==> src/rtl/zegar_pkg.sv <==
`default_nettype none
// ============================================================================
// Module      : zegar_pkg
// Description : Shared types and limits for the 24-hour BCD clock: the BCD
//               digit type, the display scan code and the hour/minute/second
//               maxima split into tens and units digits.
// Revision    : 1.0 - initial release
// ============================================================================
package zegar_pkg;

    // One BCD digit
    typedef logic [3:0] bcd_t;

    // Digit-select code driven to the display multiplexer
    typedef enum logic [1:0] {
        SCAN_HR2  = 2'b00,
        SCAN_HR1  = 2'b01,
        SCAN_MIN2 = 2'b10,
        SCAN_MIN1 = 2'b11
    } scan_t;

    // Counting limits (inclusive maxima)
    localparam int c_hour_max   = 23;
    localparam int c_minute_max = 59;
    localparam int c_second_max = 59;

    // The same limits split into tens / units digits for the BCD counters
    localparam bcd_t c_hour_tens_max  = bcd_t'(c_hour_max / 10);
    localparam bcd_t c_hour_units_max = bcd_t'(c_hour_max % 10);
    localparam bcd_t c_min_tens_max   = bcd_t'(c_minute_max / 10);
    localparam bcd_t c_min_units_max  = bcd_t'(c_minute_max % 10);
    localparam bcd_t c_sec_tens_max   = bcd_t'(c_second_max / 10);
    localparam bcd_t c_sec_units_max  = bcd_t'(c_second_max % 10);

    // Largest value a units digit may ever take
    localparam bcd_t c_bcd_max = 4'd9;

endpackage : zegar_pkg
`default_nettype wire

==> src/rtl/zegar_licznik_if.sv <==
`default_nettype none
// ============================================================================
// Module      : zegar_licznik_if
// Description : Control and display bundle of the 24-hour clock: run enable,
//               the two set buttons, the four time digits, scan code, second
//               tick and colon blink.
// Revision    : 1.0 - initial release
// ============================================================================
interface zegar_licznik_if;
    import zegar_pkg::*;

    // Controls (toward the clock)
    logic       en_i;
    logic       inc_min_i;
    logic       inc_hr_i;

    // Display side (from the clock)
    bcd_t       hr2_o;
    bcd_t       hr1_o;
    bcd_t       min2_o;
    bcd_t       min1_o;
    logic [1:0] odswiezanie_o;
    logic       tick_o;
    logic       kropka_o;

    // Side that drives the controls and watches the display
    modport master (
        output en_i,
        output inc_min_i,
        output inc_hr_i,
        input  hr2_o,
        input  hr1_o,
        input  min2_o,
        input  min1_o,
        input  odswiezanie_o,
        input  tick_o,
        input  kropka_o
    );

    // The clock itself
    modport slave (
        input  en_i,
        input  inc_min_i,
        input  inc_hr_i,
        output hr2_o,
        output hr1_o,
        output min2_o,
        output min1_o,
        output odswiezanie_o,
        output tick_o,
        output kropka_o
    );

endinterface : zegar_licznik_if
`default_nettype wire

==> src/rtl/licznik_bcd.sv <==
`default_nettype none
// ============================================================================
// Module      : licznik_bcd
// Description : Two-digit BCD counter that wraps after TENS_MAX:TOP_UNITS_MAX.
//               It can advance by 0, 1 or 2 in one cycle (2 lets the hour
//               counter absorb a set request and a minute carry together).
//               clear_i wins over inc_i and suppresses the carry.
// Revision    : 1.0 - initial release
// ============================================================================
module licznik_bcd
    import zegar_pkg::*;
#(
    parameter bcd_t TENS_MAX      = 4'd5,
    parameter bcd_t TOP_UNITS_MAX = 4'd9
) (
    input  logic       clk_i,
    input  logic       rst_ni,
    input  logic [1:0] inc_i,
    input  logic       clear_i,
    output bcd_t       tens_o,
    output bcd_t       units_o,
    output logic       carry_o
);

    bcd_t       r_tens;
    bcd_t       r_units;
    bcd_t       w_next_tens;
    bcd_t       w_next_units;
    logic       w_carry;
    logic [8:0] w_step1;
    logic [8:0] w_step2;

    // Advance a two-digit BCD value by one; bit 8 flags the wrap to 00
    function automatic logic [8:0] bcd_step(input bcd_t t, input bcd_t u);
        logic [8:0] res;
        if ((t == TENS_MAX) && (u == TOP_UNITS_MAX)) begin
            res = {1'b1, 8'h00};
        end else if (u >= c_bcd_max) begin
            res = {1'b0, t + 4'd1, 4'd0};
        end else begin
            res = {1'b0, t, u + 4'd1};
        end
        return res;
    endfunction

    assign w_step1 = bcd_step(r_tens, r_units);
    assign w_step2 = bcd_step(w_step1[7:4], w_step1[3:0]);

    // Select the next value and carry for the requested step size
    always_comb begin
        w_next_tens  = r_tens;
        w_next_units = r_units;
        w_carry      = 1'b0;
        if (clear_i) begin
            w_next_tens  = 4'd0;
            w_next_units = 4'd0;
        end else begin
            case (inc_i)
                2'd1: begin
                    w_next_tens  = w_step1[7:4];
                    w_next_units = w_step1[3:0];
                    w_carry      = w_step1[8];
                end
                2'd2, 2'd3: begin
                    w_next_tens  = w_step2[7:4];
                    w_next_units = w_step2[3:0];
                    w_carry      = w_step1[8] | w_step2[8];
                end
                default: begin
                    w_next_tens  = r_tens;
                    w_next_units = r_units;
                end
            endcase
        end
    end

    // Digit registers
    always_ff @(posedge clk_i or negedge rst_ni) begin
        if (!rst_ni) begin
            r_tens  <= 4'd0;
            r_units <= 4'd0;
        end else begin
            r_tens  <= w_next_tens;
            r_units <= w_next_units;
        end
    end

    assign tens_o  = r_tens;
    assign units_o = r_units;
    assign carry_o = w_carry;

endmodule : licznik_bcd
`default_nettype wire

==> src/rtl/zegar_licznik.sv <==
`default_nettype none
// ============================================================================
// Module      : zegar_licznik
// Description : 24-hour HH:MM clock with hidden seconds. A prescaler turns
//               CLK_HZ cycles into one-second ticks; minute and hour set
//               buttons are rising-edge detected. A free-running refresh
//               counter supplies the display digit-select code.
// Revision    : 1.0 - initial release
// ============================================================================
module zegar_licznik
    import zegar_pkg::*;
#(
    parameter int CLK_HZ    = 100_000_000,
    parameter int SCAN_BITS = 19
) (
    input  logic              clk_i,
    input  logic              rst_ni,
    zegar_licznik_if.slave    bus
);

    localparam int PRESC_W = (CLK_HZ > 2) ? $clog2(CLK_HZ) : 1;
    localparam logic [PRESC_W-1:0] c_presc_last = PRESC_W'(CLK_HZ - 1);

    logic [PRESC_W-1:0]   r_presc;
    logic [SCAN_BITS-1:0] r_scan;
    logic                 r_min_prev;
    logic                 r_hr_prev;
    logic                 r_tick;
    logic                 r_kropka;

    logic       w_min_edge;
    logic       w_hr_edge;
    logic       w_wrap;
    logic       w_tick;
    logic       w_sec_carry;
    logic       w_min_carry;
    logic       w_hr_from_min;
    logic [1:0] w_hr_step;
    logic       w_hr_carry_unused;
    bcd_t       w_sec_tens_unused;
    bcd_t       w_sec_units_unused;
    bcd_t       w_min_tens;
    bcd_t       w_min_units;
    bcd_t       w_hr_tens;
    bcd_t       w_hr_units;
    scan_t      w_scan;

    // Set buttons fire once per press; the previous-value registers
    // come out of reset high so a button held through reset is ignored.
    assign w_min_edge = bus.inc_min_i & ~r_min_prev;
    assign w_hr_edge  = bus.inc_hr_i  & ~r_hr_prev;

    // A minute-set press restarts the second, so a tick landing on it is lost
    assign w_wrap = bus.en_i & (r_presc == c_presc_last);
    assign w_tick = w_wrap & ~w_min_edge;

    // Setting minutes never ripples into hours; only a tick-driven carry does
    assign w_hr_from_min = w_min_carry & ~w_min_edge;
    assign w_hr_step     = {1'b0, w_hr_edge} + {1'b0, w_hr_from_min};

    // Button history for edge detection
    always_ff @(posedge clk_i or negedge rst_ni) begin
        if (!rst_ni) begin
            r_min_prev <= 1'b1;
            r_hr_prev  <= 1'b1;
        end else begin
            r_min_prev <= bus.inc_min_i;
            r_hr_prev  <= bus.inc_hr_i;
        end
    end

    // One-second prescaler: holds while disabled, restarts on a minute set
    always_ff @(posedge clk_i or negedge rst_ni) begin
        if (!rst_ni) begin
            r_presc <= '0;
        end else if (w_min_edge) begin
            r_presc <= '0;
        end else if (bus.en_i) begin
            if (w_wrap) begin
                r_presc <= '0;
            end else begin
                r_presc <= r_presc + PRESC_W'(1);
            end
        end
    end

    // Tick pulse and colon blink, aligned with the digit update
    always_ff @(posedge clk_i or negedge rst_ni) begin
        if (!rst_ni) begin
            r_tick   <= 1'b0;
            r_kropka <= 1'b0;
        end else begin
            r_tick <= w_tick;
            if (w_tick) begin
                r_kropka <= ~r_kropka;
            end
        end
    end

    // Display refresh counter runs regardless of the enable
    always_ff @(posedge clk_i or negedge rst_ni) begin
        if (!rst_ni) begin
            r_scan <= '0;
        end else begin
            r_scan <= r_scan + SCAN_BITS'(1);
        end
    end

    // Seconds are internal only; their digits are not shown
    licznik_bcd #(
        .TENS_MAX      (c_sec_tens_max),
        .TOP_UNITS_MAX (c_sec_units_max)
    ) u_sec (
        .clk_i   (clk_i),
        .rst_ni  (rst_ni),
        .inc_i   ({1'b0, w_tick}),
        .clear_i (w_min_edge),
        .tens_o  (w_sec_tens_unused),
        .units_o (w_sec_units_unused),
        .carry_o (w_sec_carry)
    );

    licznik_bcd #(
        .TENS_MAX      (c_min_tens_max),
        .TOP_UNITS_MAX (c_min_units_max)
    ) u_min (
        .clk_i   (clk_i),
        .rst_ni  (rst_ni),
        .inc_i   ({1'b0, w_min_edge | w_sec_carry}),
        .clear_i (1'b0),
        .tens_o  (w_min_tens),
        .units_o (w_min_units),
        .carry_o (w_min_carry)
    );

    // Midnight wrap of hours has no further consumer
    licznik_bcd #(
        .TENS_MAX      (c_hour_tens_max),
        .TOP_UNITS_MAX (c_hour_units_max)
    ) u_hr (
        .clk_i   (clk_i),
        .rst_ni  (rst_ni),
        .inc_i   (w_hr_step),
        .clear_i (1'b0),
        .tens_o  (w_hr_tens),
        .units_o (w_hr_units),
        .carry_o (w_hr_carry_unused)
    );

    assign w_scan = scan_t'(r_scan[SCAN_BITS-1 -: 2]);

    assign bus.hr2_o         = w_hr_tens;
    assign bus.hr1_o         = w_hr_units;
    assign bus.min2_o        = w_min_tens;
    assign bus.min1_o        = w_min_units;
    assign bus.odswiezanie_o = w_scan;
    assign bus.tick_o        = r_tick;
    assign bus.kropka_o      = r_kropka;

endmodule : zegar_licznik
`default_nettype wire
==> src/flat_wrapper.sv <==
// flat-port wrapper written by rule: the top's interface ports become plain ports
module zegar_licznik_flat import zegar_pkg::*;
#(
    parameter int CLK_HZ    = 100_000_000,
    parameter int SCAN_BITS = 19
)
  (clk_i, rst_ni, bus_en_i, bus_inc_min_i, bus_inc_hr_i, bus_hr2_o, bus_hr1_o, bus_min2_o, bus_min1_o, bus_odswiezanie_o, bus_tick_o, bus_kropka_o);
  zegar_licznik_if bus_i ();
  input  logic clk_i;
  input  logic rst_ni;
  input wire logic [$bits(bus_i.en_i)-1:0] bus_en_i;
  input wire logic [$bits(bus_i.inc_min_i)-1:0] bus_inc_min_i;
  input wire logic [$bits(bus_i.inc_hr_i)-1:0] bus_inc_hr_i;
  output wire logic [$bits(bus_i.hr2_o)-1:0] bus_hr2_o;
  output wire logic [$bits(bus_i.hr1_o)-1:0] bus_hr1_o;
  output wire logic [$bits(bus_i.min2_o)-1:0] bus_min2_o;
  output wire logic [$bits(bus_i.min1_o)-1:0] bus_min1_o;
  output wire logic [$bits(bus_i.odswiezanie_o)-1:0] bus_odswiezanie_o;
  output wire logic [$bits(bus_i.tick_o)-1:0] bus_tick_o;
  output wire logic [$bits(bus_i.kropka_o)-1:0] bus_kropka_o;
  assign bus_i.en_i = bus_en_i;
  assign bus_i.inc_min_i = bus_inc_min_i;
  assign bus_i.inc_hr_i = bus_inc_hr_i;
  assign bus_hr2_o = bus_i.hr2_o;
  assign bus_hr1_o = bus_i.hr1_o;
  assign bus_min2_o = bus_i.min2_o;
  assign bus_min1_o = bus_i.min1_o;
  assign bus_odswiezanie_o = bus_i.odswiezanie_o;
  assign bus_tick_o = bus_i.tick_o;
  assign bus_kropka_o = bus_i.kropka_o;
  zegar_licznik #(.CLK_HZ(CLK_HZ), .SCAN_BITS(SCAN_BITS)) u_core (.clk_i(clk_i), .rst_ni(rst_ni), .bus(bus_i));
endmodule
==> config.mk <==
export PLATFORM = sky130hd
export DESIGN_NAME = zegar_licznik_flat
export DESIGN_NICKNAME = d
export VERILOG_FILES = /design/src/rtl/zegar_pkg.sv /design/src/rtl/zegar_licznik_if.sv /design/src/rtl/licznik_bcd.sv /design/src/rtl/zegar_licznik.sv /design/src/flat_wrapper.sv
export SDC_FILE = /design/constraint.sdc
export NUM_CORES = 1
export LEC_CHECK = 0
export BUFFER_PORTS_ARGS = -buffer_cell sky130_fd_sc_hd__clkbuf_2
export CORE_UTILIZATION = 37
export DETAILED_ROUTE_END_ITERATION = 7
export GPL_ROUTABILITY_DRIVEN = 0
export PLACE_DENSITY = 0.62
export SLEW_MARGIN = 25
export SYNTH_ARGS = -nofsm -noshare
export SYNTH_HDL_FRONTEND = slang
export SYNTH_SLANG_ARGS = --single-unit
export TNS_END_PERCENT = 100
==> constraint.sdc <==
create_clock -name clk_i -period 2.7 [get_ports clk_i]
set_input_delay 0.54 -clock clk_i [delete_from_list [all_inputs] [get_ports clk_i]]
set_output_delay 0.54 -clock clk_i [all_outputs]
set_load 0.005 [all_outputs]
==> metrics.txt, run 1 <==
status=finished with violations; failing checks=setup timing; # setup viols final=2; adder-cell area share of the yosys netlist=~6.6%; xor/xnor share of the synthesized area=under 10%; # DRC=0; Slew Limit Headroom=about three fifths; sequential cell area=~1900 um^2; Leakage=approximately 2.2 nW; Synth Warn #=0; PD cells=695 nW/um^2; origin of the critical flop-to-flop path=u_core.u_hr.units_o[0]; num rows=38; Peak VDD IR=0.000464 V; WL per Instance=14.0 um; HPWL after DPL=6220 um; largest net degree at the start of global routing=75; vias in the first global route=around 3,300; first-pass GRT wire length=15,100 um; Vias/cell=roughly 5.3; Layout fillers=1,025; core area=10,900 um^2; Post-synth EDFFs=0; Yosys cell types=between 60 and 70; minimum clock period=around 2.8 ns; grt total ovfl=0; hold slack=0.135 ns; Syn Inst Count=roughly 430; Num Clock Sinks=74; Worst EP required=slightly below 3 ns; Max Buffers Root-to-Sink=2; most common cell after layout, fill and taps aside=dfrtp_1; crit path from=u_core.u_hr.units_o[0]; Critical Path AT=3.04 ns; area occupied by multi-input gates=around 2200 um^2; CTS tree=built; Final Skew=roughly 0.013 ns; RSZ-0062 raised after global routing=yes; Iteration-0 DRC Markers=roughly 190; Max Slew Vio Count=0; synth top area cells=dfrtp_1, ha_1, xnor2_1; Initial Util=a little under two fifths; Detail Route Antenna Nets=0; Mapped Nets=460; Max Fclk=361 MHz; root buf cell=clkbuf_8; share of layout cells above drive strength 1=a little under a fifth; CTS buffer count=9; worst hold path class=in -> async; post-synthesis mux area share=0.754%; hold buffers post-CTS=0; Final Util=between 40 and 50%; CTS H-tree depth=3; routed via count=about 3,300; I/O pins=25; Yosys top cell area share=43.4%; Mapped Area=4150 um^2; worst-margin pin slew=between 0.6 and 0.7 ns; Layout area overhead=16.4%; initial antenna violation count=0; routed wire length=around 8800 um; final worst slack=-0.0732 ns; Synth Flop Type=dfrtp_1; largest family of logic cells by synthesized area=simple AND/OR/NAND/NOR gates; die height=108 um; Reg2Reg Depth=11; most frequent cells in the layout=dfrtp_1, nand2_1, nor2_1; r2r setup slk=-0.07 ns; crit path kind=reg -> reg; CP endpoint kind=flip-flop; CP endpoint=u_core.u_hr.units_o[2]; CTS clk-pin slew, worst paths=0.08 ns; period utilization=103%; die footprint=approximately 12,000 um^2; compound-cell area share of the yosys netlist=11.8%; die width=between 100 and 150 um; Startpoint Class=flip-flop; ys async rst share=100%; FF-to-FF End=u_core.u_hr.units_o[2]; sequential area share after synthesis=roughly 45%; Yosys reg bits=74; diodes inserted=0; port buffer count=24; net total in the final layout=roughly 510; area leader, netlist=dfrtp_1; post-synthesis simple-gate area fraction=23.8%; worst-skew pair later-pin latency=0.35 ns; DR pass1 iterations=4; CP Max Fanout=5; overall routing resource usage=between 10% and 20%; Avg Synthesized Cell Area=9.58 um^2; Max-Cap Viols=0; Final Hold Fails=0
-- flip-flops by register name (all words and copies together) (netlist names) --
signal	cells
u_core.r_scan	19
u_core.u_min.units_o	4
u_core.r_presc	27
u_core.u_min.tens_o	4
u_core.u_hr.units_o	4
u_core.u_sec.tens_o	4
u_core.r_hr_prev	1
u_core.r_min_prev	1
u_core.u_sec.units_o	4
u_core.bus.kropka_o	1
u_core.bus.tick_o	1
u_core.u_hr.tens_o	4
-- report_power, final --
| part | leakage [nW] | switching [mW] | internal (mW) | total (mW) |
|---|---|---|---|---|
| sequential | 0.985 | 0.114 | 1.20 | 1.31 |
| combinational | 1.10 | 0.585 | 0.546 | 1.13 |
| clock | 0.0988 | 0.471 | 0.443 | 0.915 |
| total | 2.18 | 1.17 | 2.19 | 3.36 |
-- worst min path at each step --
stage	endpoint	start	slack, ns
6_report	u_core.r_presc[7]	rst_ni	0.13
5_1_grt	u_core.r_presc[7]	rst_ni	0.15
4_1_cts	u_core.r_hr_prev	bus_inc_hr_i	0.27
3_5_place_dp	u_core.r_scan[4]	u_core.r_scan[4]	0.46
3_3_place_gp	u_core.r_scan[4]	u_core.r_scan[4]	0.46
2_1_floorplan	u_core.bus.kropka_o	rst_ni	0.24
-- cell families (layout without fill, tap and decap cells) --
family	count (synthesis)	in the layout
buf+inv	32	84
simple gates	187	187
mux	3	3
compound gates	72	72
fa+ha+maj	22	22
xor+xnor	43	43
flops	74	74
-- stage by stage --
| step | power, mW | std cells | area, um^2 | TNS [ns] | worst slack [ns] |
|---|---|---|---|---|---|
| 3_3_place_gp | 2.33 | 603 | 4540 | 0 | 0.0498 |
| 6_report | 3.36 | 625 | 4830 | -0.118 | -0.0732 |
| 2_1_floorplan | 1.96 | 433 | 4170 | 0 | 0.00734 |
| 3_5_place_dp | 2.36 | 603 | 4540 | -0.0174 | -0.0174 |
| 4_1_cts | 3.28 | 619 | 4740 | 0 | 0.00802 |
| 5_1_grt | 3.58 | 625 | 4830 | -0.852 | -0.202 |
-- per-layer routing --
metal | vias to the layer above | wire length, um | GRT usage [%] | share of wire, %
met3 | 7 | 196 | 2.91 | 2.2
met4 | 0 | 75 | 5.97 | 0.86
met1 | 1610 | 4230 | 21.2 | 48
met5 | - | 0 | 0 | 0
met2 | 52 | 4260 | 27.4 | 49
li1 | 1621 | - | - | -
-- worst max-delay path, stage by stage (launching register included) --
cell,delay (ns)
dfrtp_2,0.45
inv_4,0.09
ha_4,0.11
or3b_4,0.38
a22oi_2,0.25
nand2_2,0.12
ha_2,0.17
nand3b_1,0.18
and3_4,0.17
a41o_1,0.24
or3_1,0.37
a31oi_1,0.16
-- synthesized netlist by cell type (all sizes together), types with 2 or more instances --
cell	n
a21oi	13
nand2b	6
nor2b	4
ha	22
a21o	4
a41oi	3
or4	4
o211a	2
dfrtp	72
xor2	18
inv	21
nor2	38
nand2	41
xnor2	25
or2	3
a41o	2
and4	5
buf	6
nand4	8
nor3	9
mux2i	2
o21ai	22
or3	4
clkbuf	5
o211ai	3
nand3	30
o22ai	3
o31ai	4
a22o	3
a31oi	2
and3	13
nor4	8
and2	7
nand3b	2
dfstp	2
-- what timing repair did --
action / 4_1_cts / 5_1_grt
gates resized for setup: 1 / 8
endpoints found under the hold margin: 0 / 0
setup endpoints to repair: 3 / 8
setup buffers: 0 / 5
pin swaps: 1 / 10
-- final cells by class --
type	instances	area share, %
clock inverters	7	1.71
multi-input cells	327	45.7
flip-flops and latches	74	38.4
clock buffers	9	2.56
inverters	21	1.68
repair buffers	47	6.37
well taps	140	3.63
(Power assumes the default switching activity.)
==> inputs of run 2 (changes only) <==
--- a/config.mk
+++ b/config.mk
@@ -9,7 +9,9 @@
 export CORE_UTILIZATION = 37
 export DETAILED_ROUTE_END_ITERATION = 7
 export GPL_ROUTABILITY_DRIVEN = 0
+export HOLD_SLACK_MARGIN = 0.12
 export PLACE_DENSITY = 0.62
+export SETUP_SLACK_MARGIN = 0.2
 export SLEW_MARGIN = 25
 export SYNTH_ARGS = -nofsm -noshare
 export SYNTH_HDL_FRONTEND = slang
==> run 2 against run 1 <==
The flow now finishes without violations. Clock skew shrank 0.0016 ns. Setup slack gained 0.082 ns. Global-route usage shrank 0.15 points. Combinational power is essentially flat. Routed wire length shrank 2.7%. Critical path type unchanged.
==> metrics.txt, run 2 (synthesis results as in run 1) <==
status=completed; port buffer count=24; CTS tree=built; first-pass GRT wire length=~15,000 um; root buf cell=clkbuf_8; period utilization=between 90% and 100%; switch share=between 30% and 40%; CTS buffer count=9; PD cells=~700 nW/um^2; Max-Cap Viols=0; WL per Instance=~14 um; largest net degree at the start of global routing=75; Max Slew Vio Count=0; clock share of power=28.3%; core area=~11,000 um^2; HPWL after DPL=~6000 um; Critical Path AT=a little under 3 ns; Slew Limit Headroom=56.8%; WP depth=11; FF-to-FF End=u_core.u_hr.units_o[2]; most common cell after layout, fill and taps aside=dfrtp_1; Final Hold Fails=0; die height=between 100 and 150 um; Vias/cell=between 5 and 6; overall routing resource usage=between 15 and 20%; Internal Power=around 2.3 mW; Layout area overhead=16.6%; Initial Util=a little under two fifths; Peak VDD IR=between 0.0004 and 0.0005 V; register with the most flip-flops=u_core.r_presc; Worst EP required=roughly 3 ns; CTS H-tree depth=3; minimum clock period=around 2.7 ns; CTS clk-pin slew, worst paths=0.08 ns; Iteration-0 DRC Markers=203; grt total ovfl=0; # setup viols final=0; Final Util=between 40% and 50%; Max Fclk=roughly 370 MHz; routed via count=between 3,000 and 4,000; CP endpoint=u_core.u_hr.units_o[2]; Non-Filler Instances=between 600 and 700; Top Registers=u_core.r_presc x27, u_core.r_scan x19; RSZ-0062 raised after global routing=yes; Final Skew=approximately 0.011 ns; crit-path max cell delay=0.45 ns; CP Max Fanout=5; num rows=38; Combinational Power Share=roughly a third; worst hold path class=in -> async; worst-margin pin slew=approximately 0.64 ns; max reg flops=27; crit path kind=reg -> reg; Total Power=3.38 mW; Leakage=~2.2 nW; vias in the first global route=3,271; net total in the final layout=506; origin of the critical flop-to-flop path=u_core.u_hr.units_o[0]; I/O pins=25; Max Buffers Root-to-Sink=2; diodes inserted=0; hold buffers post-CTS=0; r2r setup slk=0.009 ns; DR pass1 iterations=4; crit path from=u_core.u_hr.units_o[0]; share of layout cells above drive strength 1=between 10% and 20%; Num Clock Sinks=between 70 and 80; slowest CP cell=dfrtp_2; CP endpoint kind=flip-flop; CP cell instances=inv_2, ha_1, or3b_4, a22oi_2, nand2_2, ha_2, nand3b_1, and3_4, a41o_1, or3_1, a31oi_1; # DRC=0; Detail Route Antenna Nets=0; initial antenna violation count=0; die footprint=about 12,000 um^2; Bufs and invs on worst path=1; most frequent cells in the layout=dfrtp_1, nand2_1, nor2_1; DP Cell Count=between 500 and 600; share of power burned in registers=about two fifths; Reg2Reg Depth=11; hold slack=0.204 ns; total net switching power=~1.1 mW; Startpoint Class=flip-flop; CP top delay family=simple AND/OR/NAND/NOR gates; worst-skew pair later-pin latency=approximately 0.35 ns; routed wire length=8520 um; die width=108 um
## run 2: cell count changes in the layout (fill, tap and decap cells not counted), sizes merged
cell      before  now
bufinv         1    2
inv           25   22
clkinvlp       2    3
buf           24   23
clkbuf        32   33
## run 2: worst min path at each step
| stage | cells past startpoint | slack (ns) | endpoint | start |
|---|---|---|---|---|
| floorplan | 0 | 0.24 | u_core.bus.kropka_o | rst_ni |
| global placement | 1 | 0.46 | u_core.r_scan[4] | u_core.r_scan[4] |
| detailed placement | 1 | 0.46 | u_core.r_scan[8] | u_core.r_scan[8] |
| CTS | 2 | 0.20 | u_core.u_sec.units_o[1] | rst_ni |
| global route | 2 | 0.22 | u_core.r_presc[7] | rst_ni |
| finish | 2 | 0.20 | u_core.r_presc[5] | rst_ni |
## run 2: metrics by stage
stage	setup TNS (ns)	area, um^2	worst slack (ns)
2_1_floorplan	0	4170	0.0471
3_3_place_gp	0	4520	0.0248
3_5_place_dp	-0.0438	4520	-0.0438
4_1_cts	0	4800	0.0679
6_report	0	4840	0.00858
5_1_grt	-0.477	4840	-0.134
## run 2: layer usage
layer  track usage [%]  vias up  wire [um]  share of wire, %
met5                 0        -          0                 0
met4              6.75        0        127               1.5
met3              3.39       12        304               3.6
met2              26.9       50       4010                47
met1              20.6     1539       4080                48
li1                  -     1632          -                 -
## run 2: worst register-to-register path, stage by stage (launching register included)
cell	delay (ns)
dfrtp_2	0.45
inv_2	0.08
ha_1	0.14
or3b_4	0.39
a22oi_2	0.26
nand2_2	0.10
ha_2	0.17
nand3b_1	0.17
and3_4	0.17
a41o_1	0.25
or3_1	0.31
a31oi_1	0.13
## run 2: power by group through the flow
stage	Combinational [mW]	Sequential, mW	Clock, mW
finish	1.11	1.32	0.958
global route	1.26	1.34	1.04
CTS	1.05	1.32	0.992
detailed placement	0.954	1.33	0
global placement	0.941	1.33	0
floorplan	0.621	1.34	0
## run 2: final cells by class
cell class	count	area [um^2]
sequential	74	1860
multi-input combinational	327	2210
timing repair buffer	46	300
fill	1044	6050
clock buffer	10	128
inverter	21	78.8
tap	140	175
clock inverter	6	91.3
## run 2: timing repair
action	CTS	global route
endpoints found under the setup margin	8	37
pin swaps	8	2
buffers inserted	6	3
gates resized for setup	5	4
==> inputs of run 3 (changes only) <==
--- a/config.mk
+++ b/config.mk
@@ -11,7 +11,8 @@
 export GPL_ROUTABILITY_DRIVEN = 0
 export HOLD_SLACK_MARGIN = 0.12
 export PLACE_DENSITY = 0.62
-export SETUP_SLACK_MARGIN = 0.2
+export RECOVER_POWER = 25
+export SETUP_SLACK_MARGIN = 0.4
 export SLEW_MARGIN = 25
 export SYNTH_ARGS = -nofsm -noshare
 export SYNTH_HDL_FRONTEND = slang
==> run 3 against run 2 <==
Clock-buffer cell count down 1. Clock power down 14%. Non-clock buffer count up 15. Global-route usage up 0.11 points. Combinational power up 12%. Sequential share of layout area down 1.1 points. Die area unchanged. Largest cell class unchanged. Setup slack better by 0.031 ns. Critical endpoint unchanged. Total power down 0.23%. Worst hold slack better by 0.064 ns. The flow now finishes with violations (capacitance limit, slew limit). Cell count up 2.4%. First-iteration DRC count down 20%.
==> metrics.txt, run 3 (synthesis results as in run 1) <==
status=finished with violations; failing checks=capacitance limit, slew limit; origin of the critical flop-to-flop path=u_core.u_hr.units_o[1]; most frequent cells in the layout=dfrtp_1, nand2_1, nor2_1; grt total ovfl=0; overall routing resource usage=between 10% and 20%; net total in the final layout=521; routed wire length=8910 um; CP top delay family=simple AND/OR/NAND/NOR gates; most common cell after layout, fill and taps aside=dfrtp_1; Layout fillers=slightly above 1,000; slowest CP cell=dfrtp_1; Bufs and invs on worst path=2; r2r setup slk=approximately 0.04 ns; Worst EP required=between 2 and 3 ns; root buf cell=clkbuf_8; Total Power=between 3 and 4 mW; DR pass1 iterations=5; period utilization=98.5%; FF-to-FF End=u_core.u_hr.units_o[2]; Iteration-0 DRC Markers=163; hold buffers post-CTS=0; Initial Util=between 30% and 40%; Peak VDD IR=0.000396 V; Final Util=45.9%; Num Clock Sinks=74; Reg2Reg Depth=10; Slew Limit Headroom=-24.7%; clock share of power=about a quarter; max reg flops=27; CTS buffer count=9; die width=between 100 and 150 um; die footprint=approximately 12,000 um^2; setup TNS=0 ns; switch share=a little over a third; share of layout cells above drive strength 1=approximately a quarter; I/O pins=25; # DRC=0; CP cell instances=inv_2, ha_2, or3b_4, buf_4, and2_1, o211a_1, ha_1, a41o_4, or3_1, a31oi_1; CTS tree=built; total net switching power=1.21 mW; first-pass GRT wire length=15,000 um; worst hold path class=in -> reg; vias in the first global route=~3,200; diodes inserted=0; die height=about 110 um; port buffer count=24; CTS clk-pin slew, worst paths=approximately 0.090 ns; Worst Hold Path EP=u_core.r_hr_prev; HPWL after DPL=6100 um; Max Slew Vio Count=75; PD cells=approximately 680 nW/um^2; initial antenna violation count=0; CP endpoint kind=flip-flop; Final Skew=between 0.009 and 0.01 ns; worst-margin pin slew=between 1.5 and 2 ns; routed via count=between 3,000 and 4,000; largest net degree at the start of global routing=between 70 and 80; Critical Path AT=roughly 2.9 ns; Max Buffers Root-to-Sink=2; core area=between 10,000 and 15,000 um^2; Hold Crit Depth=1; Layout area overhead=20.4%; crit-path max cell delay=between 0.4 and 0.5 ns; Leakage=approximately 2.2 nW; RSZ-0062 raised after global routing=yes; register with the most flip-flops=u_core.r_presc; CTS H-tree depth=3; Startpoint Class=flip-flop; Detail Route Antenna Nets=0; # setup viols final=0; Internal Power=about 2.2 mW; final worst slack=about 0.04 ns; crit path kind=reg -> reg; WL per Instance=approximately 14 um; Vias/cell=roughly 5.3; pre-CTS WS=-0.0720 ns; Min-Delay Startpoint=bus_inc_hr_i; Max-Cap Viols=1; minimum clock period=around 2.7 ns; num rows=38; Final Hold Fails=0; Combinational Power Share=between 30% and 40%; Top Registers=u_core.r_presc x27, u_core.r_scan x19; Max Fclk=between 300 and 400 MHz; worst-skew pair later-pin latency=approximately 0.36 ns; CP Max Fanout=5; share of power burned in registers=around two fifths
run 3: power by group through the flow:
stage / combinational, mW / clock [mW] / sequential, mW
detailed placement: 0.953 / 0 / 1.34
finish: 1.24 / 0.821 / 1.32
floorplan: 0.621 / 0 / 1.34
global placement: 0.937 / 0 / 1.33
CTS: 1.10 / 0.854 / 1.32
global route: 1.38 / 0.899 / 1.34
run 3: how the worst max path moves through the flow:
stage / startpoint / to / depth (start not counted)
after floorplan: u_core.u_hr.units_o[0] / u_core.u_hr.units_o[2] / 11
after global placement: u_core.u_hr.units_o[0] / u_core.u_hr.units_o[2] / 11
after detailed placement: u_core.u_hr.units_o[0] / u_core.u_hr.units_o[2] / 11
after CTS: u_core.u_hr.units_o[0] / u_core.u_hr.units_o[2] / 11
after global routing: u_core.u_hr.units_o[1] / u_core.u_hr.units_o[2] / 11
final: u_core.u_hr.units_o[1] / u_core.u_hr.units_o[2] / 10
run 3: per-stage QoR:
step	hold slack (ns)	area [um^2]	instances
final	0.269	5000	639
after global routing	0.273	5000	639
after CTS	0.266	4800	624
after detailed placement	0.456	4500	598
after global placement	0.457	4500	598
after floorplan	0.244	4170	433
run 3: repair_timing:
item                                    4_1_cts  5_1_grt
endpoints found under the setup margin       37       37
buffers inserted                             10       15
gates resized for setup                      10       22
pin swaps                                     9       14
endpoints found under the hold margin         0        0
gates cloned                                  0        0
run 3: layout make-up:
type | count | area, um^2 | share of cell area [%]
well taps | 140 | 175 | 3.51
multi-input cells | 327 | 2290 | 45.9
flip-flops and latches | 74 | 1860 | 37.2
clock inverters | 7 | 61.3 | 1.23
clock buffers | 9 | 124 | 2.48
repair buffers | 61 | 403 | 8.06
inverters | 21 | 78.8 | 1.58
run 3: per-layer routing:
metal / up-vias / track usage (%) / routed length [um]
met5: - / 0 / 0
met4: 0 / 5.09 / 162
met3: 17 / 4.00 / 262
met2: 44 / 27.0 / 4250
met1: 1655 / 21.1 / 4230
li1: 1664 / - / -
